<file path="src/rtl/dcache_miss_ctrl_if.sv">
// Memory-side request/response bus of the data-cache miss controller.
// The controller owns the request channel; read responses return in order.
interface dcache_miss_ctrl_if #(
  parameter int ADDR_W = 32,
  parameter int DATA_W = 32
);
  logic              mem_req_valid;
  logic              mem_req_ready;
  logic              mem_req_write;
  logic [ADDR_W-1:0] mem_req_addr;
  logic [DATA_W-1:0] mem_req_wdata;
  logic              mem_rsp_valid;
  logic [DATA_W-1:0] mem_rsp_data;

  modport master (
    output mem_req_valid, mem_req_write, mem_req_addr, mem_req_wdata,
    input  mem_req_ready, mem_rsp_valid, mem_rsp_data
  );

  modport slave (
    input  mem_req_valid, mem_req_write, mem_req_addr, mem_req_wdata,
    output mem_req_ready, mem_rsp_valid, mem_rsp_data
  );
endinterface

</file>
<file path="src/rtl/dcache_miss_ctrl.sv">
// Data-cache miss handler: dirty-victim writeback then in-order line refill.
// Stalls the pipeline from the missing IDLE cycle until the DONE pulse; requests hold while not ready.
module dcache_miss_ctrl #(
  parameter int LINE_WORDS = 4,
  parameter int ADDR_W     = 32,
  parameter int DATA_W     = 32
) (
  input  logic                         CLK,
  input  logic                         RESET,
  input  logic                         flush,
  input  logic                         r_valid,
  input  logic                         w_valid,
  input  logic [ADDR_W-1:0]            Addr,
  input  logic                         hit_i,
  input  logic                         victim_dirty_i,
  input  logic [ADDR_W-1:0]            victim_addr_i,
  input  logic [LINE_WORDS*DATA_W-1:0] victim_data_i,
  output logic                         stall_o,
  dcache_miss_ctrl_if.master           mem,
  output logic                         refill_we_o,
  output logic [$clog2(LINE_WORDS)-1:0] refill_word_o,
  output logic [DATA_W-1:0]            refill_data_o,
  output logic                         line_done_o,
  output logic [ADDR_W-1:0]            line_addr_o
);
  localparam int CW = $clog2(LINE_WORDS);
  localparam logic [ADDR_W-1:0] LINE_MASK = ~ADDR_W'(LINE_WORDS * 4 - 1);

  typedef enum logic [2:0] {IDLE, WB, FILL_REQ, FILL_WAIT, DONE} state_t;

  state_t                      state_q;
  logic [CW-1:0]               cnt_q;
  logic [ADDR_W-1:0]           base_q;
  logic [ADDR_W-1:0]           vaddr_q;
  logic [LINE_WORDS*DATA_W-1:0] vdata_q;

  logic miss;
  logic last_word;
  logic [CW-1:0] cnt_d;

  assign miss      = (r_valid | w_valid) & ~hit_i & ~flush;
  assign last_word = (cnt_q == CW'(LINE_WORDS - 1));
  assign cnt_d     = last_word ? '0 : cnt_q + 1'b1;

  // Reset gating keeps every output low while RESET is asserted, even with a pending access.
  assign stall_o = RESET & ((state_q != IDLE) | miss);

  assign mem.mem_req_valid = (state_q == WB) | (state_q == FILL_REQ);
  assign mem.mem_req_write = (state_q == WB);
  assign mem.mem_req_addr  = !mem.mem_req_valid ? '0 :
                             ((state_q == WB) ? vaddr_q : base_q) + (ADDR_W'(cnt_q) << 2);
  assign mem.mem_req_wdata = (state_q == WB) ? vdata_q[cnt_q*DATA_W +: DATA_W] : '0;

  assign refill_we_o   = (state_q == FILL_WAIT) & mem.mem_rsp_valid;
  assign refill_word_o = refill_we_o ? cnt_q : '0;
  assign refill_data_o = refill_we_o ? mem.mem_rsp_data : '0;

  assign line_done_o = (state_q == DONE);
  assign line_addr_o = (state_q != IDLE) ? base_q : '0;

  always_ff @(posedge CLK or negedge RESET) begin
    if (!RESET) begin
      state_q <= IDLE;
      cnt_q   <= '0;
      base_q  <= '0;
      vaddr_q <= '0;
      vdata_q <= '0;
    end else begin
      case (state_q)
        IDLE: begin
          if (miss) begin
            base_q  <= Addr & LINE_MASK;
            vaddr_q <= victim_addr_i;
            vdata_q <= victim_data_i;
            cnt_q   <= '0;
            state_q <= victim_dirty_i ? WB : FILL_REQ;
          end
        end
        WB: begin
          // Writes are posted: the refill starts as soon as the last word is accepted.
          if (mem.mem_req_ready) begin
            cnt_q <= cnt_d;
            if (last_word) state_q <= FILL_REQ;
          end
        end
        FILL_REQ: begin
          if (mem.mem_req_ready) state_q <= FILL_WAIT;
        end
        FILL_WAIT: begin
          if (mem.mem_rsp_valid) begin
            cnt_q   <= cnt_d;
            state_q <= last_word ? DONE : FILL_REQ;
          end
        end
        DONE:    state_q <= IDLE;
        default: state_q <= IDLE;
      endcase
    end
  end
endmodule

</file>
<file path="src/flat_wrapper.sv">
// flat-port wrapper written by rule: the top's interface ports become plain ports
module dcache_miss_ctrl_flat 
#(
  parameter int LINE_WORDS = 4,
  parameter int ADDR_W     = 32,
  parameter int DATA_W     = 32
)
  (CLK, RESET, flush, r_valid, w_valid, Addr, hit_i, victim_dirty_i, victim_addr_i, victim_data_i, stall_o, refill_we_o, refill_word_o, refill_data_o, line_done_o, line_addr_o, mem_mem_req_valid, mem_mem_req_write, mem_mem_req_addr, mem_mem_req_wdata, mem_mem_req_ready, mem_mem_rsp_valid, mem_mem_rsp_data);
  dcache_miss_ctrl_if #(.ADDR_W(ADDR_W), .DATA_W(DATA_W)) mem_i ();
  input  logic CLK;
  input  logic RESET;
  input  logic flush;
  input  logic r_valid;
  input  logic w_valid;
  input  logic [ADDR_W-1:0] Addr;
  input  logic hit_i;
  input  logic victim_dirty_i;
  input  logic [ADDR_W-1:0] victim_addr_i;
  input  logic [LINE_WORDS*DATA_W-1:0] victim_data_i;
  output logic stall_o;
  output logic refill_we_o;
  output logic [$clog2(LINE_WORDS)-1:0] refill_word_o;
  output logic [DATA_W-1:0] refill_data_o;
  output logic line_done_o;
  output logic [ADDR_W-1:0] line_addr_o;
  output wire logic [$bits(mem_i.mem_req_valid)-1:0] mem_mem_req_valid;
  output wire logic [$bits(mem_i.mem_req_write)-1:0] mem_mem_req_write;
  output wire logic [$bits(mem_i.mem_req_addr)-1:0] mem_mem_req_addr;
  output wire logic [$bits(mem_i.mem_req_wdata)-1:0] mem_mem_req_wdata;
  input wire logic [$bits(mem_i.mem_req_ready)-1:0] mem_mem_req_ready;
  input wire logic [$bits(mem_i.mem_rsp_valid)-1:0] mem_mem_rsp_valid;
  input wire logic [$bits(mem_i.mem_rsp_data)-1:0] mem_mem_rsp_data;
  assign mem_mem_req_valid = mem_i.mem_req_valid;
  assign mem_mem_req_write = mem_i.mem_req_write;
  assign mem_mem_req_addr = mem_i.mem_req_addr;
  assign mem_mem_req_wdata = mem_i.mem_req_wdata;
  assign mem_i.mem_req_ready = mem_mem_req_ready;
  assign mem_i.mem_rsp_valid = mem_mem_rsp_valid;
  assign mem_i.mem_rsp_data = mem_mem_rsp_data;
  dcache_miss_ctrl #(.LINE_WORDS(LINE_WORDS), .ADDR_W(ADDR_W), .DATA_W(DATA_W)) u_core (.CLK(CLK), .RESET(RESET), .flush(flush), .r_valid(r_valid), .w_valid(w_valid), .Addr(Addr), .hit_i(hit_i), .victim_dirty_i(victim_dirty_i), .victim_addr_i(victim_addr_i), .victim_data_i(victim_data_i), .stall_o(stall_o), .mem(mem_i), .refill_we_o(refill_we_o), .refill_word_o(refill_word_o), .refill_data_o(refill_data_o), .line_done_o(line_done_o), .line_addr_o(line_addr_o));
endmodule
</file>
<file path="config.mk">
export PLATFORM = sky130hd
export DESIGN_NAME = dcache_miss_ctrl_flat
export DESIGN_NICKNAME = d
export VERILOG_FILES = /design/src/rtl/dcache_miss_ctrl_if.sv /design/src/rtl/dcache_miss_ctrl.sv /design/src/flat_wrapper.sv
export SDC_FILE = /design/constraint.sdc
export NUM_CORES = 1
export LEC_CHECK = 0
export CAP_MARGIN = 20
export CORE_MARGIN = 3
export CORE_UTILIZATION = 45
export CTS_CLUSTER_DIAMETER = 40
export CTS_CLUSTER_SIZE = 30
export DETAILED_ROUTE_END_ITERATION = 8
export PLACE_DENSITY = 0.81
export SYNTH_ARGS = -nofsm -noshare
export SYNTH_HDL_FRONTEND = slang
export SYNTH_SLANG_ARGS = --single-unit
</file>
<file path="constraint.sdc">
create_clock -name CLK -period 3.6 [get_ports CLK]
set_input_delay 0.36 -clock CLK [delete_from_list [all_inputs] [get_ports CLK]]
set_output_delay 0.36 -clock CLK [all_outputs]
set_load 0.05 [all_outputs]
</file>
---- Yosys cells after proc, flatten, opt, wreduce, memory -nomap -nowiden ----
Cells that the tools add are included.
word-level totals
  bits in registers ....................... 193
  bits in latches ......................... 0
  bits in writable memories ............... 0
  ROM bits ................................ 0
  input bits .............................. 233
  output and inout port bits .............. 135
  word-level logic and storage cells ...... 52
  memories ................................ 0
operators by class
  add/subtract/negate cells ............... 2
  multipliers ............................. 0
  divide/modulo/power cells ............... 0
  order comparisons ....................... 0
  equal/unequal tests ..................... 10
  shift operators ......................... 1
  muxes and demuxes ....................... 19
  bitwise operators ....................... 9
  reductions and logical operators ........ 6
operator list
  kind                   number
  $mux W32               5
  $shiftx A128 B8 Y32    1
  $add A32 B4 Y32        1
  $mux W3                6
  $mux W2                6
  $pmux W3 S4            1
  $eq A3 B2 Y1 const B   2
  $ne A2 B1 Y1 const B   3
  $pmux W2 S3            1
  $reduce_bool A3 Y1     2
  $reduce_and A5 Y1      1
  $and A1 B1 Y1          4
  $ne A2 B2 Y1 const B   2
  $reduce_and A4 Y1      1
  $eq A3 B1 Y1 const B   1
  $eq A3 B3 Y1 const B   1
  $logic_not A3 Y1       1
  $or A1 B1 Y1           3
  $add A2 B1 Y2 const B  1
  $eq A2 B2 Y1 const B   1
  $not A1 Y1             2
  $reduce_and A2 Y1      1

---- Longest topological paths before layout ----
Gate-level depths: netlist of run 1.
  depth in word-level cells ............... 5
  mapped depth ............................ 13
  gate-level depth less buffers ........... 10

---- Worst setup path after synthesis of run 1 ----
OpenSTA, ideal clock, no wires.
  kind .................................... register to output
  from .................................... register u_core.state_q[1]
  to ...................................... output mem_mem_req_addr[31]
  arrival ................................. 3921 ps
  required time ........................... 3240 ps
  slack ................................... -681 ps
  cell stages (with the launch flop) ...... 14
  buffers on the path ..................... 3
  cell sequence ........................... dfrtp_1 -> buf_6 -> or3b_4 -> inv_2 -> buf_6 -> clkbuf_1 -> and2_1 -> ha_1 -> a21oi_1 -> or4b_1 -> a22oi_4 -> nand3b_4 -> o31a_1 -> nor3_1
on the way
  word-level cells in the longest chain between the ends .. 4
  elaborated cells between the ends (all ways) .. 6
  those cells by class .................... add/sub (1); eq/ne (2); mux (2); bitwise (1)
RTL lines
  item                    RTL line                                        source
  from (decl)             dcache_miss_ctrl.sv:31                          state_t state_q;
  from (signal assigned)  dcache_miss_ctrl.sv:76                          state_q <= victim_dirty_i ? WB : FILL_REQ;
  from (signal assigned)  dcache_miss_ctrl.sv:92                          state_q <= last_word ? DONE : FILL_REQ;
  $eq A3 B1 Y1            dcache_miss_ctrl.sv:48, dcache_miss_ctrl.sv:51
  $mux W32                dcache_miss_ctrl.sv:51                          ((state_q == WB) ? vaddr_q : base_q) + (ADDR_W'(cnt_q) << 2);
  $add A32 B4 Y32         dcache_miss_ctrl.sv:51
  $mux W32 (*)            dcache_miss_ctrl.sv:50                          assign mem.mem_req_addr = !mem.mem_req_valid ? '0 :
  to (decl)               flat_wrapper.sv:28                              output wire logic [$bits(mem_i.mem_req_addr)-1:0] mem_mem_req_addr;
Every way passes the cells marked *; elsewhere a longest branch is shown, timed or not.

---- Worst setup path in the final report of run 1 ----
  from .................................... register u_core.state_q[1]
  to ...................................... output mem_mem_req_addr[29]
The elaborated chain is that of the path after synthesis.

==> results.txt, run 1 <==
Compound-Gate Fraction of Synth Area -> 0.0298
Worst path bufs/invs -> 3
Layout Cells excl Fill -> 1449
Placed cells -> 1404
Max incr delay on CP -> 510 ps
RSZ-0062 raised after global routing -> true
Largest area contributor in the netlist -> dfrtp_1
Most used DFF post-synth -> dfrtp_1
Largest net degree at the start of global routing -> 70
Layout cells sized above 1 -> 0.340
PortBufs -> 359
Util after Layout -> 0.693
First-pass GRT wire length -> 45400 um
Crit end category -> output port
Antenna violations before repair -> 2
Cell Area, Synth -> 10100 um^2
CP Class -> reg -> out
Slew of the pin with the lowest slew margin -> 854 ps
CTS tree -> built
Sequential Power Share -> 0.312
Vias -> 7751
Final Worst Setup Slack -> 4.40 ps
Crit-path slowest cell -> or4b_4
H-tree levels -> 4
Most frequent cell after synthesis -> dfrtp_1
Largest family of logic cells by synthesized area -> multiplexers
Switch share -> 0.416
Core area -> 21900 um^2
I/O pin count -> 368
Vias per cell -> 5.35
Antenna cells -> 0
WP data required -> 3240 ps
P_sw -> 5.24 mW
Async SR Flop Fraction -> 1.00
Post-Syn Area per Cell -> 12.6 um^2
Pwr Density -> 830 nW/um^2
Arrival time worst endpoint -> 3240 ps
Post-synthesis mux area share -> 0.309
Max clock buf depth -> 2
Max Slew Vio Count -> 0
Max Fanout on Critical Path -> 5
Dpl ws -> 281 ps
Worst slew margin -> 0.431
P_int -> 7.36 mW
Gate Count Post-Synth -> 797
Storage cell area -> 4830 um^2
Routed WL per cell -> 20.4 um
CP startpoint kind -> flop
Num rows -> 54
Netlist cell types -> 53
Number of CTS-inserted buffers -> 17
Full die area -> 24200 um^2
Min Tclk post-route -> 3600 ps
Peak supply drop -> 0.000447 V
EDFF count, synth -> 0
Clock power share -> 0.148
Worst path top cell family by delay -> simple AND/OR/NAND/NOR gates
Final setup vio count -> 0
# DRC -> 0
Adder-Cell Fraction of Synth Area -> 0.00571
Grt ovf -> 0
Fillers -> 1535
Synthesized flop and latch total -> 193
Max cap viols -> 0
Cells along the critical path -> or3b_4, inv_4, and2_4, ha_4, a21oi_4, or4b_4, a22oi_4, nand3b_4, buf_6, o21a_1, nor3_4, buf_12
Initial core utilization -> 0.460
Ys Warns -> 0
Overall Global Routing Usage -> 0.240
Die H -> 156 um
HPWL Detailed -> 22000 um
Static leakage -> 6.52 nW
Area delta synth->final -> 50.7%
Highest clock rate -> 278 MHz
Clk_skew -> 16.5 ps
# nets final -> 1394
Drt first pass iters -> 6
Commonest cells post-synth -> 193 x dfrtp_1, 189 x mux2_2, 75 x and2_1
Later-pin clock latency in the skew report -> 440 ps
Final Cycle Share -> 0.999
Multi-input gate area -> 5170 um^2
Num Clock Sinks -> 193
FF-to-FF path depth -> 4
Worst min path class -> in -> async
XOR/XNOR share of the synthesized area -> 0.0139
Root buffer cell -> clkbuf_16
Top post-synthesis cells by area -> dfrtp_1 48%, mux2_2 21%, mux4_2 7.2%
Sequential share of the synthesized area -> 0.480
Clock-pin transition on the worst setup and hold timing paths -> 80 ps
Top-area cell type share of the netlist area -> 0.480
Die Width -> 156 um
Cell count along the critical path -> 12
Final hold vios -> 0
Logic gate share of total power -> 0.540
Number of global-route vias before repair -> 8325
Detailed Route WL -> 29600 um
Setup_tns -> 0 ps
Outcome -> finished, final reports clean
Iteration-0 DRC Markers -> 371
GP Congestion -> 0.961
ANT nets after route -> 0
Simple-gate area share of the yosys netlist -> 0.132
-- logic make-up (layout without fill, tap and decap cells) --
logic type,Yosys count,after routing
compound gates,41,41
flops,193,193
buf+inv,61,430
other cells,1,4
mux,247,247
simple gates,234,234
fa+ha+maj,4,4
xor+xnor,16,16
-- state kept, by name, summed over array words and instances, names as in the netlist --
name	cells
u_core.vdata_q	128
u_core.vaddr_q	32
u_core.base_q	28
u_core.state_q	3
u_core.cnt_q	2
-- final timing paths --
check	startpoint	end	slack [ps]
setup / recovery	u_core.state_q[1]	mem_mem_req_addr[29]	4
hold / removal	RESET	u_core.vdata_q[4]	390
setup reg to reg	u_core.state_q[1]	u_core.base_q[30]	1450
hold reg to reg	u_core.vdata_q[85]	u_core.vdata_q[85]	510
max in group asynchronous	RESET	u_core.vdata_q[21]	2060
min in group CLK	u_core.vdata_q[85]	u_core.vdata_q[85]	510
-- power groups by stage --
stage / clock (mW) / sequential [mW] / combinational (mW)
final: 1.87 / 3.93 / 6.80
after global routing: 2.00 / 4.05 / 7.17
after CTS: 1.92 / 3.92 / 6.82
after detailed placement: 0 / 3.94 / 6.77
after global placement: 0 / 3.89 / 6.64
after floorplan: 0 / 3.66 / 4.53
-- repair_timing --
action,in CTS,in global routing
hold buffers,1,0
setup buffers,8,5
endpoints found under the hold margin,28,0
resized for setup,14,17
setup endpoints to repair,12,16
pin swaps,7,12
-- cells in the final DEF, fill, tap and decap left out, types with 22 or more instances in the layout --
cell type / synthesis / final
mux2_2: 189 / 189
buf_12: 0 / 36
mux4_2: 32 / 32
nand2_1: 30 / 30
nor2_1: 28 / 22
dfrtp_1: 193 / 191
mux2i_1: 25 / 25
clkdlybuf4s50_1: 0 / 293
nor2b_1: 29 / 29
and2_1: 75 / 73
buf_4: 4 / 57
-- routing by layer --
layer	track usage	up-vias	wire (um)
met5	0	-	25
met4	0.0667	4	508
met3	0.0996	43	3060
met2	0.410	291	14900
met1	0.280	3831	11100
li1	-	3582	-
-- through the flow --
stage	hold slack [ps]	power, mW	instance area (um^2)
final	387	12.6	15200
after global routing	399	13.2	15200
after CTS	375	12.7	15100
after detailed placement	285	10.7	14300
after global placement	284	10.5	14300
after floorplan	64.4	8.19	10200
-- cell type report --
| cell class | instances | share of cell area |
|---|---|---|
| Sequential cell | 193 | 0.318 |
| Multi-Input combinational cell | 546 | 0.341 |
| Tap cell | 280 | 0.0231 |
| Timing Repair Buffer | 396 | 0.278 |
| Clock buffer | 17 | 0.0280 |
| Clock inverter | 14 | 0.0110 |
| Inverter | 3 | 0.000907 |
Note: power is estimated with default switching activity, not from simulation.
==> run 2, diff against run 1 <==
--- a/config.mk
+++ b/config.mk
@@ -7,11 +7,12 @@
 export LEC_CHECK = 0
 export CAP_MARGIN = 20
 export CORE_MARGIN = 3
-export CORE_UTILIZATION = 45
+export CORE_UTILIZATION = 41
 export CTS_CLUSTER_DIAMETER = 40
 export CTS_CLUSTER_SIZE = 30
 export DETAILED_ROUTE_END_ITERATION = 8
-export PLACE_DENSITY = 0.81
+export HOLD_SLACK_MARGIN = 0.12
+export PLACE_DENSITY = 0.78
 export SYNTH_ARGS = -nofsm -noshare
 export SYNTH_HDL_FRONTEND = slang
 export SYNTH_SLANG_ARGS = --single-unit
==> constraint.sdc (replaced) <==
create_clock -name CLK -period 3.2 [get_ports CLK]
set_input_delay 0.32 -clock CLK [delete_from_list [all_inputs] [get_ports CLK]]
set_output_delay 0.32 -clock CLK [all_outputs]
set_load 0.05 [all_outputs]
==> run 2 against run 1 <==
Core utilization is 2.1 points lower. The flow now finishes with violations (setup timing). Count of clock-buffer cells in the layout is 1 higher. Register-to-register slack got worse by 360 ps. Non-clock buffer count increased by 18. Hold slack improved by 24 ps. Clock skew fell by 1.2 ps. Clock power is 19% higher. Critical path type unchanged. Sequential power grew 13%. Final cell count rose by 4.2%. Setup slack lost 380 ps. Global-route usage fell by 0.66 points. Via count is 3.1% higher.
==> results.txt, run 2 (synthesis gave the netlist of run 1 again) <==
Max Fanout on Critical Path -> 7
Final setup vio count -> 16
Area delta synth->final -> 59.1%
Worst slew margin -> 0.398
Pwr Total -> 14.8 mW
Max clock buf depth -> 2
Clock-pin transition on the worst setup and hold timing paths -> 80 ps
Number of global-route vias before repair -> 8458
Slew of the pin with the lowest slew margin -> 902 ps
Most frequent cells in the layout -> 283 x clkdlybuf4s50_1, 191 x dfrtp_1, 188 x mux2_2
Worst min path class -> in -> async
Core area -> 23800 um^2
WP data required -> 2880 ps
Crit end category -> output port
Final hold vios -> 0
Layout cells sized above 1 -> 0.373
Iteration-0 DRC Markers -> 502
Arrival time worst endpoint -> 3250 ps
CP Class -> reg -> out
# nets final -> 1412
Switch share -> 0.419
RSZ-0062 raised after global routing -> true
# DRC -> 0
Final Worst Setup Slack -> -375 ps
GR peak layer -> met2
Vias per cell -> 5.29
CTS tree -> built
Die H -> 163 um
Num Clock Sinks -> 193
Most common cell after layout, fill and taps aside -> clkdlybuf4s50_1
Final Cycle Share -> 1.12
Grt ovf -> 0
Root buffer cell -> clkbuf_16
Drt first pass iters -> 5
Multi-input gate area -> 5400 um^2
Antenna violations before repair -> 4
Max Slew Vio Count -> 0
Pwr Density -> 925 nW/um^2
HPWL Detailed -> 22700 um
Sequential Power Share -> 0.300
GRT met1 Usage -> 0.278
GP Congestion -> 0.886
Fillers -> 1663
Num rows -> 56
ANT nets after route -> 0
Met3 GRT Util -> 0.0903
Setup_tns -> -3670 ps
Later-pin clock latency in the skew report -> 450 ps
Highest clock rate -> 280 MHz
Full die area -> 26500 um^2
CP startpoint kind -> flop
Largest Register -> u_core.vdata_q
Clk_skew -> 15.3 ps
Storage cell area -> 4830 um^2
H-tree levels -> 4
Vias -> 7995
P_int -> 8.61 mW
Largest net degree at the start of global routing -> 157
Top flop regs -> u_core.vdata_q: 128 flops, u_core.vaddr_q: 32 flops, u_core.base_q: 28 flops
Met2 Use GR -> 0.397
Static leakage -> 6.80 nW
Max FFs per register -> 128
Max cap viols -> 0
First-pass GRT wire length -> 47900 um
I/O pin count -> 368
P_sw -> 6.21 mW
Logic gate share of total power -> 0.549
Overall Global Routing Usage -> 0.233
Outcome -> finished, violations left
Die Width -> 163 um
Number of CTS-inserted buffers -> 17
FF-to-FF path depth -> 4
Peak supply drop -> 0.000715 V
Initial core utilization -> 0.423
Min Tclk post-route -> 3570 ps
Clock power share -> 0.151
Detailed Route WL -> 31800 um
Violated checks -> setup timing
Routed WL per cell -> 21.0 um
PortBufs -> 359
## run 2: cell types whose count changed in the layout (fill, tap and decap cells not counted), moves of 6 or more
cell             delta
nor2_4              +7
clkdlybuf4s50_1    -10
nor3_4              +6
buf_12             +33
## run 2: final cells by class
class | instances | area share
Inverter | 3 | 0.000859
Tap cell | 319 | 0.0249
Sequential cell | 193 | 0.302
Multi-Input combinational cell | 546 | 0.337
Clock inverter | 14 | 0.0122
Antenna cell | 3 | 0.000468
Timing Repair Buffer | 414 | 0.296
Clock buffer | 18 | 0.0268
## run 2: power groups by stage
| stage | sequential (mW) | clock (mW) | combinational (mW) |
|---|---|---|---|
| 6_report | 4.45 | 2.23 | 8.14 |
| 4_1_cts | 4.43 | 2.28 | 8.08 |
| 3_3_place_gp | 4.40 | 0 | 7.81 |
| 3_5_place_dp | 4.47 | 0 | 7.95 |
| 2_1_floorplan | 4.13 | 0 | 5.25 |
| 5_1_grt | 4.60 | 2.38 | 8.57 |
## run 2: critical path, stage by stage (launching register included)
cell      delay, ps
dfrtp_1         380
or3b_4          410
inv_4            70
and2_4          150
ha_4            120
a21oi_2          50
or4b_4          500
a22oi_4         230
nand3b_4        170
o31a_1          310
nor3_4          250
buf_12          170
## run 2: what timing repair did
action | CTS | global route
pin swaps | 14 | 20
endpoints found under the hold margin | 37 | 0
hold buffers | 1 | 0
gates resized for setup | 30 | 21
setup buffers | 10 | 18
gates cloned | 0 | 1
setup endpoints to repair | 17 | 23
## run 2: worst paths after layout
check	from	end	slack, ps
max in group asynchronous	RESET	u_core.vdata_q[77]	1570
min in group CLK	victim_data_i[74]	u_core.vdata_q[74]	480
worst min-delay path	RESET	u_core.base_q[20]	410
worst max register to register	u_core.state_q[1]	u_core.vdata_q[92]	1090
worst max-delay path	u_core.state_q[1]	mem_mem_req_addr[31]	-370
worst min register to register	u_core.vdata_q[112]	u_core.vdata_q[112]	500
## run 2: layer usage
metal,share of wire,wire length [um]
met5,0.00085,27
met1,0.38,12100
met3,0.10,3180
met4,0.020,631
met2,0.50,15800
## run 2: per-stage QoR
| stage | worst slack [ps] | cells | hold slack [ps] | cell area [um^2] | utilization |
|---|---|---|---|---|---|
| finish | -375 | 1510 | 412 | 16000 | 0.673 |
| global route | -493 | 1509 | 420 | 16000 | 0.673 |
| CTS | -358 | 1489 | 423 | 15800 | 0.662 |
| detailed placement | 63.2 | 1446 | 264 | 14900 | 0.624 |
| global placement | 84.5 | 1446 | 261 | 14900 | 0.624 |
| floorplan | -325 | 800 | 24.4 | 10300 | - |
==> run 3, diff against run 2 <==
--- a/config.mk
+++ b/config.mk
@@ -6,7 +6,7 @@
 export NUM_CORES = 1
 export LEC_CHECK = 0
 export CAP_MARGIN = 20
-export CORE_MARGIN = 3
+export CORE_MARGIN = 1
 export CORE_UTILIZATION = 41
 export CTS_CLUSTER_DIAMETER = 40
 export CTS_CLUSTER_SIZE = 30
==> run 3 against run 2 <==
The run still ends with setup timing left. Fmax rose by 1.8%. Wire length fell by 4.5%. Via count barely moved. Count of clock-buffer cells in the layout fell by 1. Highest routed layer unchanged. Sequential cell count did not move. Critical path depth rose by 1. Sequential power barely moved. Core utilization rose by 0.16 points. Cell area barely moved. Clock skew barely moved. Combinational power barely moved. Setup slack improved by 62 ps.
==> results.txt, run 3 (synthesis gave the netlist of run 1 again) <==
Number of global-route vias before repair -> 8531
H-tree levels -> 4
Overall Global Routing Usage -> 0.245
Number of CTS-inserted buffers -> 17
Placed cells -> 1447
Routed WL per cell -> 20.2 um
Highest clock rate -> 285 MHz
Cells along the critical path -> or3b_4, inv_4, and2_4, ha_4, a21oi_4, or4b_4, a22oi_4, buf_4, nand4_1, xnor2_2, nor2_4, buf_12
Die H -> 159 um
Clk_skew -> 15.7 ps
WP data required -> 2880 ps
Grt ovf -> 0
Clock-pin transition on the worst setup and hold timing paths -> 80 ps
Later-pin clock latency in the skew report -> 450 ps
Vias -> 8000
Worst min path class -> in -> async
Area delta synth->final -> 59.0%
Slew of the pin with the lowest slew margin -> 762 ps
Vias per cell -> 5.32
Root buffer cell -> clkbuf_16
Largest Register -> u_core.vdata_q
Min Tclk post-route -> 3510 ps
Drt first pass iters -> 5
Detailed Route WL -> 30400 um
Flop2flop setup slack -> 1110 ps
RSZ-0062 raised after global routing -> true
Peak supply drop -> 0.000703 V
Max incr delay on CP -> 510 ps
Iteration-0 DRC Markers -> 385
Crit-path slowest cell -> or4b_4
Layout Cells excl Fill -> 1503
Num rows -> 56
Pwr Density -> 929 nW/um^2
# nets final -> 1407
Layout cells sized above 1 -> 0.367
Final setup vio count -> 24
Max Fanout on Critical Path -> 6
CTS tree -> built
Worst slew margin -> 0.492
Static leakage -> 6.78 nW
ANT nets after route -> 0
Initial core utilization -> 0.424
Core area -> 23800 um^2
Die Width -> 159 um
Most common cell after layout, fill and taps aside -> clkdlybuf4s50_1
Crit end category -> output port
Top flop regs -> u_core.vdata_q: 128 flops, u_core.vaddr_q: 32 flops, u_core.base_q: 28 flops
Full die area -> 25200 um^2
Max clock buf depth -> 2
PortBufs -> 359
FF-to-FF path depth -> 5
I/O pin count -> 368
# DRC -> 0
GP Congestion -> 0.881
First-pass GRT wire length -> 47700 um
Outcome -> finished, violations left
Most frequent cells in the layout -> 290 x clkdlybuf4s50_1, 191 x dfrtp_1, 188 x mux2_2
Final Worst Setup Slack -> -313 ps
Arrival time worst endpoint -> 3190 ps
Antenna violations before repair -> 2
Dpl ws -> 45.1 ps
Max FFs per register -> 128
Num Clock Sinks -> 193
Crit Reg-Reg Startpoint -> u_core.state_q[1]
HPWL Detailed -> 21700 um
Max Slew Vio Count -> 0
Max cap viols -> 0
Violated checks -> setup timing
Largest net degree at the start of global routing -> 135
Final Cycle Share -> 1.10
CP startpoint -> u_core.state_q[1]
Final hold vios -> 0
CP startpoint kind -> flop
CP Class -> reg -> out
==> run 3: path summary, 6_finish.rpt <==
kind                                         to
max                        mem_mem_req_addr[25]
min                           u_core.base_q[15]
max reg2reg                   u_core.vaddr_q[0]
min reg2reg                 u_core.vdata_q[125]
max in group asynchronous    u_core.vdata_q[33]
min in group CLK            u_core.vdata_q[108]
==> run 3: worst max-delay path: cells and delay by family (launching register included) <==
| kind | cells | cell delay, ps |
|---|---|---|
| compound gates | 2 | 250 |
| flops | 1 | 390 |
| xor+xnor | 1 | 200 |
| simple gates | 5 | 1390 |
| buf+inv | 3 | 410 |
| fa+ha+maj | 1 | 140 |
==> run 3: repair_timing <==
| action | 4_1_cts | 5_1_grt |
|---|---|---|
| setup endpoints to repair | 17 | 21 |
| endpoints found under the hold margin | 134 | 0 |
| hold buffers | 1 | 0 |
| setup buffers | 14 | 4 |
| pin swaps | 19 | 9 |
| gates cloned | 2 | 2 |
| gates resized for setup | 38 | 6 |
==> run 3: stage by stage <==
step	hold slack, ps	instance area (um^2)	total power [mW]	TNS, ps	utilization
after floorplan	24.4	10300	9.38	-1030	-
after global placement	139	14900	12.3	0	0.628
after detailed placement	139	14900	12.5	0	0.628
after CTS	269	15900	14.9	-2730	0.670
after global routing	274	16000	15.6	-5900	0.674
final	279	16000	14.9	-3110	0.674
==> run 3: cell type report <==
class                      instances  area [um^2]
tap                              319          399
clock inverter                    15          206
fill                            1723         7740
timing repair buffer             408         4720
multi-input combinational        547         5410
inverter                           3         13.8
sequential                       193         4830
clock buffer                      17          425
antenna                            1         2.50
==> run 3: report_power, final <==
| part | total (mW) | switching (mW) | internal, mW |
|---|---|---|---|
| clock network | 2.29 | 1.19 | 1.10 |
| logic | 8.12 | 4.21 | 3.92 |
| registers | 4.45 | 0.864 | 3.59 |
==> run 3: routing by layer <==
layer,routed length [um],global-route usage
met1,11500,0.276
met4,607,0.0666
met5,9,0
met3,2940,0.0974
met2,15300,0.427
